--- config.mk ---
export PLATFORM = sky130hd
export DESIGN_NAME = display_timing_gen_flat
export DESIGN_NICKNAME = d
export VERILOG_FILES = /design/src/rtl/dtg_pkg.sv /design/src/rtl/dtg_if.sv /design/src/rtl/dtg_wrap_counter.sv /design/src/rtl/display_timing_gen.sv /design/src/flat_wrapper.sv
export SDC_FILE = /design/constraint.sdc
export NUM_CORES = 1
export LEC_CHECK = 0
export BUFFER_PORTS_ARGS = -buffer_cell sky130_fd_sc_hd__buf_2
export CAP_MARGIN = 25
export CORE_MARGIN = 1
export CORE_UTILIZATION = 40
export DETAILED_ROUTE_END_ITERATION = 8
export PLACE_DENSITY_LB_ADDON = 0.25
export RECOVER_POWER = 100
export REMOVE_ABC_BUFFERS = 1
export SYNTH_ARGS = -nofsm -noshare
export SYNTH_HDL_FRONTEND = slang
export SYNTH_SLANG_ARGS = --single-unit
--- constraint.sdc ---
create_clock -name clk -period 5 [get_ports clk]
set_clock_uncertainty 0.05 [all_clocks]
set_input_delay 0.75 -clock clk [delete_from_list [all_inputs] [get_ports clk]]
set_output_delay 0.75 -clock clk [all_outputs]
set_load 0.005 [all_outputs]
--- src/rtl/dtg_pkg.sv ---
// Shared timing constants, counter width and the registered pixel-state struct
// for the display timing generator.
package dtg_pkg;

  localparam int CNT_W = 12;
  localparam int FC_W  = 16;

  localparam int DTG_H_ACTIVE = 1024;
  localparam int DTG_H_FRONT  = 24;
  localparam int DTG_H_SYNC   = 136;
  localparam int DTG_H_BACK   = 144;
  localparam int DTG_V_ACTIVE = 768;
  localparam int DTG_V_FRONT  = 3;
  localparam int DTG_V_SYNC   = 6;
  localparam int DTG_V_BACK   = 29;

  localparam int DTG_H_TOTAL = DTG_H_ACTIVE + DTG_H_FRONT + DTG_H_SYNC + DTG_H_BACK;
  localparam int DTG_V_TOTAL = DTG_V_ACTIVE + DTG_V_FRONT + DTG_V_SYNC + DTG_V_BACK;

  typedef struct packed {
    logic             hs;
    logic             vs;
    logic             von;
    logic             fs;
    logic [CNT_W-1:0] col;
    logic [CNT_W-1:0] row;
  } dtg_pix_t;

  // True when lo <= c < lo+len.
  function automatic logic in_win(logic [CNT_W-1:0] c, int lo, int len);
    return (int'(c) >= lo) && (int'(c) < lo + len);
  endfunction

endpackage

--- src/rtl/dtg_if.sv ---
// Video timing bundle from the generator to the VGA/colorizer stage.
// frame_count exists only when DTG_FRAME_COUNT_EN is defined.
interface dtg_if;
  import dtg_pkg::*;

  logic             horiz_sync;
  logic             vert_sync;
  logic             video_on;
  logic             frame_start;
  logic [CNT_W-1:0] pixel_column;
  logic [CNT_W-1:0] pixel_row;
`ifdef DTG_FRAME_COUNT_EN
  logic [FC_W-1:0]  frame_count;
`endif

  modport master (
    output horiz_sync, vert_sync, video_on, frame_start, pixel_column, pixel_row
`ifdef DTG_FRAME_COUNT_EN
    , output frame_count
`endif
  );

  modport slave (
    input horiz_sync, vert_sync, video_on, frame_start, pixel_column, pixel_row
`ifdef DTG_FRAME_COUNT_EN
    , input frame_count
`endif
  );

endinterface

--- src/rtl/dtg_wrap_counter.sv ---
// Enabled up-counter that wraps from MAX to 0; wrap flags the enabled MAX cycle.
module dtg_wrap_counter #(
  parameter int MAX = 1327,
  parameter int W   = 12
) (
  input  logic         clk,
  input  logic         reset,
  input  logic         en,
  output logic [W-1:0] count,
  output logic         wrap
);

  assign wrap = en && (count == W'(MAX));

  always_ff @(posedge clk) begin
    if (reset)   count <= '0;
    else if (en) count <= wrap ? '0 : count + 1'b1;
  end

endmodule

--- src/rtl/display_timing_gen.sv ---
// Pixel-clock video timing generator: h/v counters, decode and output registers.
// Optional frame counter output enabled by defining DTG_FRAME_COUNT_EN.
module display_timing_gen
  import dtg_pkg::*;
#(
  parameter int   H_ACTIVE    = DTG_H_ACTIVE,
  parameter int   H_FRONT     = DTG_H_FRONT,
  parameter int   H_SYNC      = DTG_H_SYNC,
  parameter int   H_BACK      = DTG_H_BACK,
  parameter int   V_ACTIVE    = DTG_V_ACTIVE,
  parameter int   V_FRONT     = DTG_V_FRONT,
  parameter int   V_SYNC      = DTG_V_SYNC,
  parameter int   V_BACK      = DTG_V_BACK,
  parameter logic SYNC_ACTIVE = 1'b0
) (
  input  logic   clk,
  input  logic   reset,
  dtg_if.master  vid
);

  localparam int H_TOTAL = H_ACTIVE + H_FRONT + H_SYNC + H_BACK;
  localparam int V_TOTAL = V_ACTIVE + V_FRONT + V_SYNC + V_BACK;

  logic [CNT_W-1:0] h_cnt, v_cnt;
  logic             h_wrap, v_wrap_unused;
  dtg_pix_t         pix_d, pix_q;

  dtg_wrap_counter #(.MAX(H_TOTAL-1), .W(CNT_W)) u_h_cnt (
    .clk   (clk),
    .reset (reset),
    .en    (1'b1),
    .count (h_cnt),
    .wrap  (h_wrap)
  );

  dtg_wrap_counter #(.MAX(V_TOTAL-1), .W(CNT_W)) u_v_cnt (
    .clk   (clk),
    .reset (reset),
    .en    (h_wrap),
    .count (v_cnt),
    .wrap  (v_wrap_unused)
  );

  // Decode of the current counters; registered below so outputs lag by one clock.
  always_comb begin
    pix_d     = '0;
    pix_d.col = h_cnt;
    pix_d.row = v_cnt;
    pix_d.von = (int'(h_cnt) < H_ACTIVE) && (int'(v_cnt) < V_ACTIVE);
    pix_d.hs  = in_win(h_cnt, H_ACTIVE + H_FRONT, H_SYNC) ? SYNC_ACTIVE : ~SYNC_ACTIVE;
    pix_d.vs  = in_win(v_cnt, V_ACTIVE + V_FRONT, V_SYNC) ? SYNC_ACTIVE : ~SYNC_ACTIVE;
    pix_d.fs  = (h_cnt == '0) && (v_cnt == '0);
  end

  always_ff @(posedge clk) begin
    if (reset) begin
      pix_q.hs  <= ~SYNC_ACTIVE;
      pix_q.vs  <= ~SYNC_ACTIVE;
      pix_q.von <= 1'b0;
      pix_q.fs  <= 1'b0;
      pix_q.col <= '0;
      pix_q.row <= '0;
    end else begin
      pix_q <= pix_d;
    end
  end

  assign vid.horiz_sync   = pix_q.hs;
  assign vid.vert_sync    = pix_q.vs;
  assign vid.video_on     = pix_q.von;
  assign vid.frame_start  = pix_q.fs;
  assign vid.pixel_column = pix_q.col;
  assign vid.pixel_row    = pix_q.row;

`ifdef DTG_FRAME_COUNT_EN
  logic [FC_W-1:0] frame_cnt;

  // Bumps on the edge that raises frame_start; wraps naturally at 16 bits.
  always_ff @(posedge clk) begin
    if (reset)         frame_cnt <= '0;
    else if (pix_d.fs) frame_cnt <= frame_cnt + 1'b1;
  end

  assign vid.frame_count = frame_cnt;
`endif

endmodule

--- src/flat_wrapper.sv ---
// flat-port wrapper written by rule: the top's interface ports become plain ports
module display_timing_gen_flat import dtg_pkg::*;
#(
  parameter int   H_ACTIVE    = DTG_H_ACTIVE,
  parameter int   H_FRONT     = DTG_H_FRONT,
  parameter int   H_SYNC      = DTG_H_SYNC,
  parameter int   H_BACK      = DTG_H_BACK,
  parameter int   V_ACTIVE    = DTG_V_ACTIVE,
  parameter int   V_FRONT     = DTG_V_FRONT,
  parameter int   V_SYNC      = DTG_V_SYNC,
  parameter int   V_BACK      = DTG_V_BACK,
  parameter logic SYNC_ACTIVE = 1'b0
)
  (clk, reset, vid_horiz_sync, vid_vert_sync, vid_video_on, vid_frame_start, vid_pixel_column, vid_pixel_row);
  dtg_if vid_i ();
  input  logic clk;
  input  logic reset;
  output wire logic [$bits(vid_i.horiz_sync)-1:0] vid_horiz_sync;
  output wire logic [$bits(vid_i.vert_sync)-1:0] vid_vert_sync;
  output wire logic [$bits(vid_i.video_on)-1:0] vid_video_on;
  output wire logic [$bits(vid_i.frame_start)-1:0] vid_frame_start;
  output wire logic [$bits(vid_i.pixel_column)-1:0] vid_pixel_column;
  output wire logic [$bits(vid_i.pixel_row)-1:0] vid_pixel_row;
  assign vid_horiz_sync = vid_i.horiz_sync;
  assign vid_vert_sync = vid_i.vert_sync;
  assign vid_video_on = vid_i.video_on;
  assign vid_frame_start = vid_i.frame_start;
  assign vid_pixel_column = vid_i.pixel_column;
  assign vid_pixel_row = vid_i.pixel_row;
  display_timing_gen #(.H_ACTIVE(H_ACTIVE), .H_FRONT(H_FRONT), .H_SYNC(H_SYNC), .H_BACK(H_BACK), .V_ACTIVE(V_ACTIVE), .V_FRONT(V_FRONT), .V_SYNC(V_SYNC), .V_BACK(V_BACK), .SYNC_ACTIVE(SYNC_ACTIVE)) u_core (.clk(clk), .reset(reset), .vid(vid_i));
endmodule
==> results_dict.tcl <==
set metrics [dict create \
    grt_pass1_vias 1373 \
    instances_no_fill 307 \
    synthToLayoutAreaGrowth_pct 11.7 \
    grt_max_degree 35 \
    fp.dieH_um 73.9 \
    cts_root_buffer "clkbuf_8" \
    cts_setup_buffers 0 \
    hold_buffers 0 \
    syn_avg_cell_area_um2 9.62 \
    grt_usage_pct 15.6 \
    r2r_slack_ns 2.95 \
    outcome "complete, no violations" \
    antenna_left 0 \
    tightestPinTransition_ns 1.45 \
    crit_type "in2reg" \
    finalWeightedCongestion 0.817 \
    grt_pass1_wl_um 6530 \
    htree_levels 2 \
    worstPathCellList "clkbuf_1 -> a31oi_1 -> nor2b_1 -> mux2_2" \
    synth_cells 215 \
    power_density_nw_per_um2 297 \
    path_max_fanout 34 \
    setup-tns-final_ns 0 \
    diodes 0 \
    clock_latency_ns 0.29 \
    dpl.cell_count 300 \
    cp-endpoint "u_core.u_v_cnt.count[10]$_SDFFE_PP0N_" \
    setup_viol 0 \
    slowest_delay_ns 1.02 \
    met2_length_um 1630 \
    grt.overflow.total 0 \
    finalCriticalPeriod_ns 2.57 \
    cpMaxStageDelayCell "clkbuf_1" \
    die_area_um2 5460 \
    clockBufferDepth 2 \
    ir_drop_mv 0.161 \
    layout.nets 248 \
    rows 25 \
    critPathLaunch "reset" \
    synth_top_area_share_pct 50.3 \
    fin_crit_sh_pct 51.3 \
    synth_area_leader_cell "dfxtp_1" \
    coreArea_um2 4850 \
    vias 1523 \
    top_layer "met4" \
    slew-limit-headroom_pct 3.31 \
    dr_wl_met3_um 159 \
    antenna_found_initial 0 \
    cts_tree "done" \
    cts_sinks 52 \
    start_util_pct 42.7 \
    numCtsBuffers 5 \
    cp-end-kind "flop" \
    yosys_warnings 0 \
    p_leak_uw 0.000908 \
    hold_viol 0 \
    drt_iter0_markers 131 \
    post_drt_wl_per_cell_um 12.5 \
    route.detailed.drc 0 \
    port-buffer-count 29 \
    vias_per_cell 4.96 \
    ys_ff_latch 52 \
    wl_met1_um 1970 \
    reg2regPathDepth 6 \
    post_cts_resized 0 \
    cp.buffers_inverters 1 \
    nFillCells 477 \
    io_pins 30 \
    arrival_ns 2.70 \
    ys_types 43 \
    drt_wl_total_um 3830 \
    path_depth 4 \
    cp_top_family "buffers and inverters" \
    rsz0062_at_grt "false" \
    max_freq_mhz 390 \
    crit_required_ns 5.14 \
    r2r_end "u_core.u_v_cnt.count[6]$_SDFFE_PP0N_" \
    die_w_um 73.9 \
    firstDrtPassIters 4 \
    layout-drive-gt1-share_pct 12.5 \
    slew_viol_final 0 \
    ys_seq_area_share_pct 50.3 \
    netlist_area_um2 2070 \
    crit_path_start_kind "primary input" \
    maxCapViolations 0 \
    path_clk_slew_ns 0.08 \
    min_path_type "reg2reg" \
    post-dp-hpwl_um 2490 \
    r2r-start "u_core.u_v_cnt.count[1]$_SDFFE_PP0N_" \
    synth.area.top_cells "dfxtp_1 (50%), nor2b_1 (6.7%), nand3_1 (4.1%), ha_1 (3.6%), xor2_1 (3.4%)" \
]
-- cell usage after synthesis, drive strengths merged --
master  instances
xnor2           2
inv             5
or3b            1
and2            3
nand2b          1
and4bb          1
nor3            5
o211ai          4
clkbuf          6
nand3b          1
and4b           2
nand4           5
o31ai           3
o22ai           1
ha              6
nor2b          22
nor3b           1
and4            1
dfxtp          52
nor4            5
nand4b          1
a31oi           2
or2             1
a21oi           3
xor2            8
and3            7
nor2           17
buf             5
a2111o          1
a311oi          1
nand2          14
nand3          18
a22oi           1
or3             2
mux2            2
o21ai           5
-- layer usage --
layer | vias up | track usage (%)
li1 | 796 | -
met1 | 689 | 22.6
met2 | 31 | 22.2
met3 | 7 | 3.02
met4 | 0 | 7.26
met5 | - | 0
-- how the worst min path moves through the flow --
stage / start / to / cells after the start
finish: u_core.u_h_cnt.count[0]$_SDFF_PP0_ / u_core.u_h_cnt.count[0]$_SDFF_PP0_ / 1
CTS: u_core.u_h_cnt.count[0]$_SDFF_PP0_ / u_core.u_h_cnt.count[0]$_SDFF_PP0_ / 1
global placement: u_core.u_h_cnt.count[0]$_SDFF_PP0_ / u_core.u_h_cnt.count[0]$_SDFF_PP0_ / 1
detailed placement: u_core.u_h_cnt.count[0]$_SDFF_PP0_ / u_core.u_h_cnt.count[0]$_SDFF_PP0_ / 1
floorplan: u_core.u_h_cnt.count[0]$_SDFF_PP0_ / u_core.u_h_cnt.count[0]$_SDFF_PP0_ / 1
global route: u_core.u_h_cnt.count[0]$_SDFF_PP0_ / u_core.u_h_cnt.count[0]$_SDFF_PP0_ / 1
-- power by group --
| group | total [uW] | internal, uW | switching (uW) | leakage (uW) |
|---|---|---|---|---|
| Clock | 246 | 123 | 123 | 0.0000503 |
| Sequential | 421 | 418 | 2.71 | 0.000420 |
| Combinational | 18.6 | 6.20 | 12.4 | 0.000438 |
| Total | 685 | 548 | 138 | 0.000908 |
-- cell families (layout without fill, tap and decap cells) --
group | Yosys count | count (layout) | share of synthesized area, %
multiplexers | 2 | 2 | 1.09
adder cells (fa/ha/maj) | 6 | 6 | 3.63
XOR/XNOR | 10 | 10 | 4.24
AND/OR/NAND/NOR | 108 | 108 | 30.1
flip-flops | 52 | 52 | 50.3
buffers and inverters | 16 | 41 | 3.57
AO/OA/AOI/OAI | 21 | 21 | 7.02
-- worst reg2reg max path, delay by kind of cell (launching register included) --
kind / cells / cell delay, ns
AOI/OAI and AO/OA: 2 / 0.76
adders and majority gates: 1 / 0.18
buffers and inverters: 1 / 0.11
DFF: 1 / 0.39
and+or+nand+nor: 2 / 0.49
-- cell type report --
class	count	area [um2]	area share (%)
Multi-Input combinational cell	147	942	40.8
Timing Repair Buffer	29	129	5.58
Tap cell	67	83.8	3.63
Clock buffer	7	96.3	4.17
Sequential cell	52	1040	45.0
Inverter	5	18.8	0.812
-- metrics by stage --
stage | total power [uW] | instance area (um2) | setup slack (ns) | hold WS [ns] | utilization [%]
6_report | 685 | 2310 | 2.43 | 0.428 | 47.7
3_3_place_gp | 450 | 2240 | 2.92 | 0.395 | 46.2
2_1_floorplan | 440 | 2010 | 3.29 | 0.376 | -
4_1_cts | 696 | 2340 | 2.97 | 0.428 | 48.2
5_1_grt | 716 | 2310 | 2.24 | 0.454 | 47.7
3_5_place_dp | 450 | 2240 | 2.91 | 0.396 | 46.2
-- state kept, by name (all words and copies together), names as in the netlist --
register / cells
u_core.u_h_cnt.count: 12
u_core.vid.pixel_row: 12
u_core.vid.video_on: 1
u_core.vid.horiz_sync: 1
u_core.vid.frame_start: 1
u_core.vid.vert_sync: 1
u_core.vid.pixel_column: 12
u_core.u_v_cnt.count: 12
-- layout by cell type, fill, tap and decap left out, types with 6 or more instances in the layout --
cell / n
and3_1: 7
buf_2: 16
clkbuf_1: 13
clkbuf_8: 7
dfxtp_1: 52
ha_1: 6
nand2_1: 14
nand3_1: 17
nor2_1: 17
nor2b_1: 22
xor2_1: 8
Note: power is estimated with default switching activity, not from simulation.
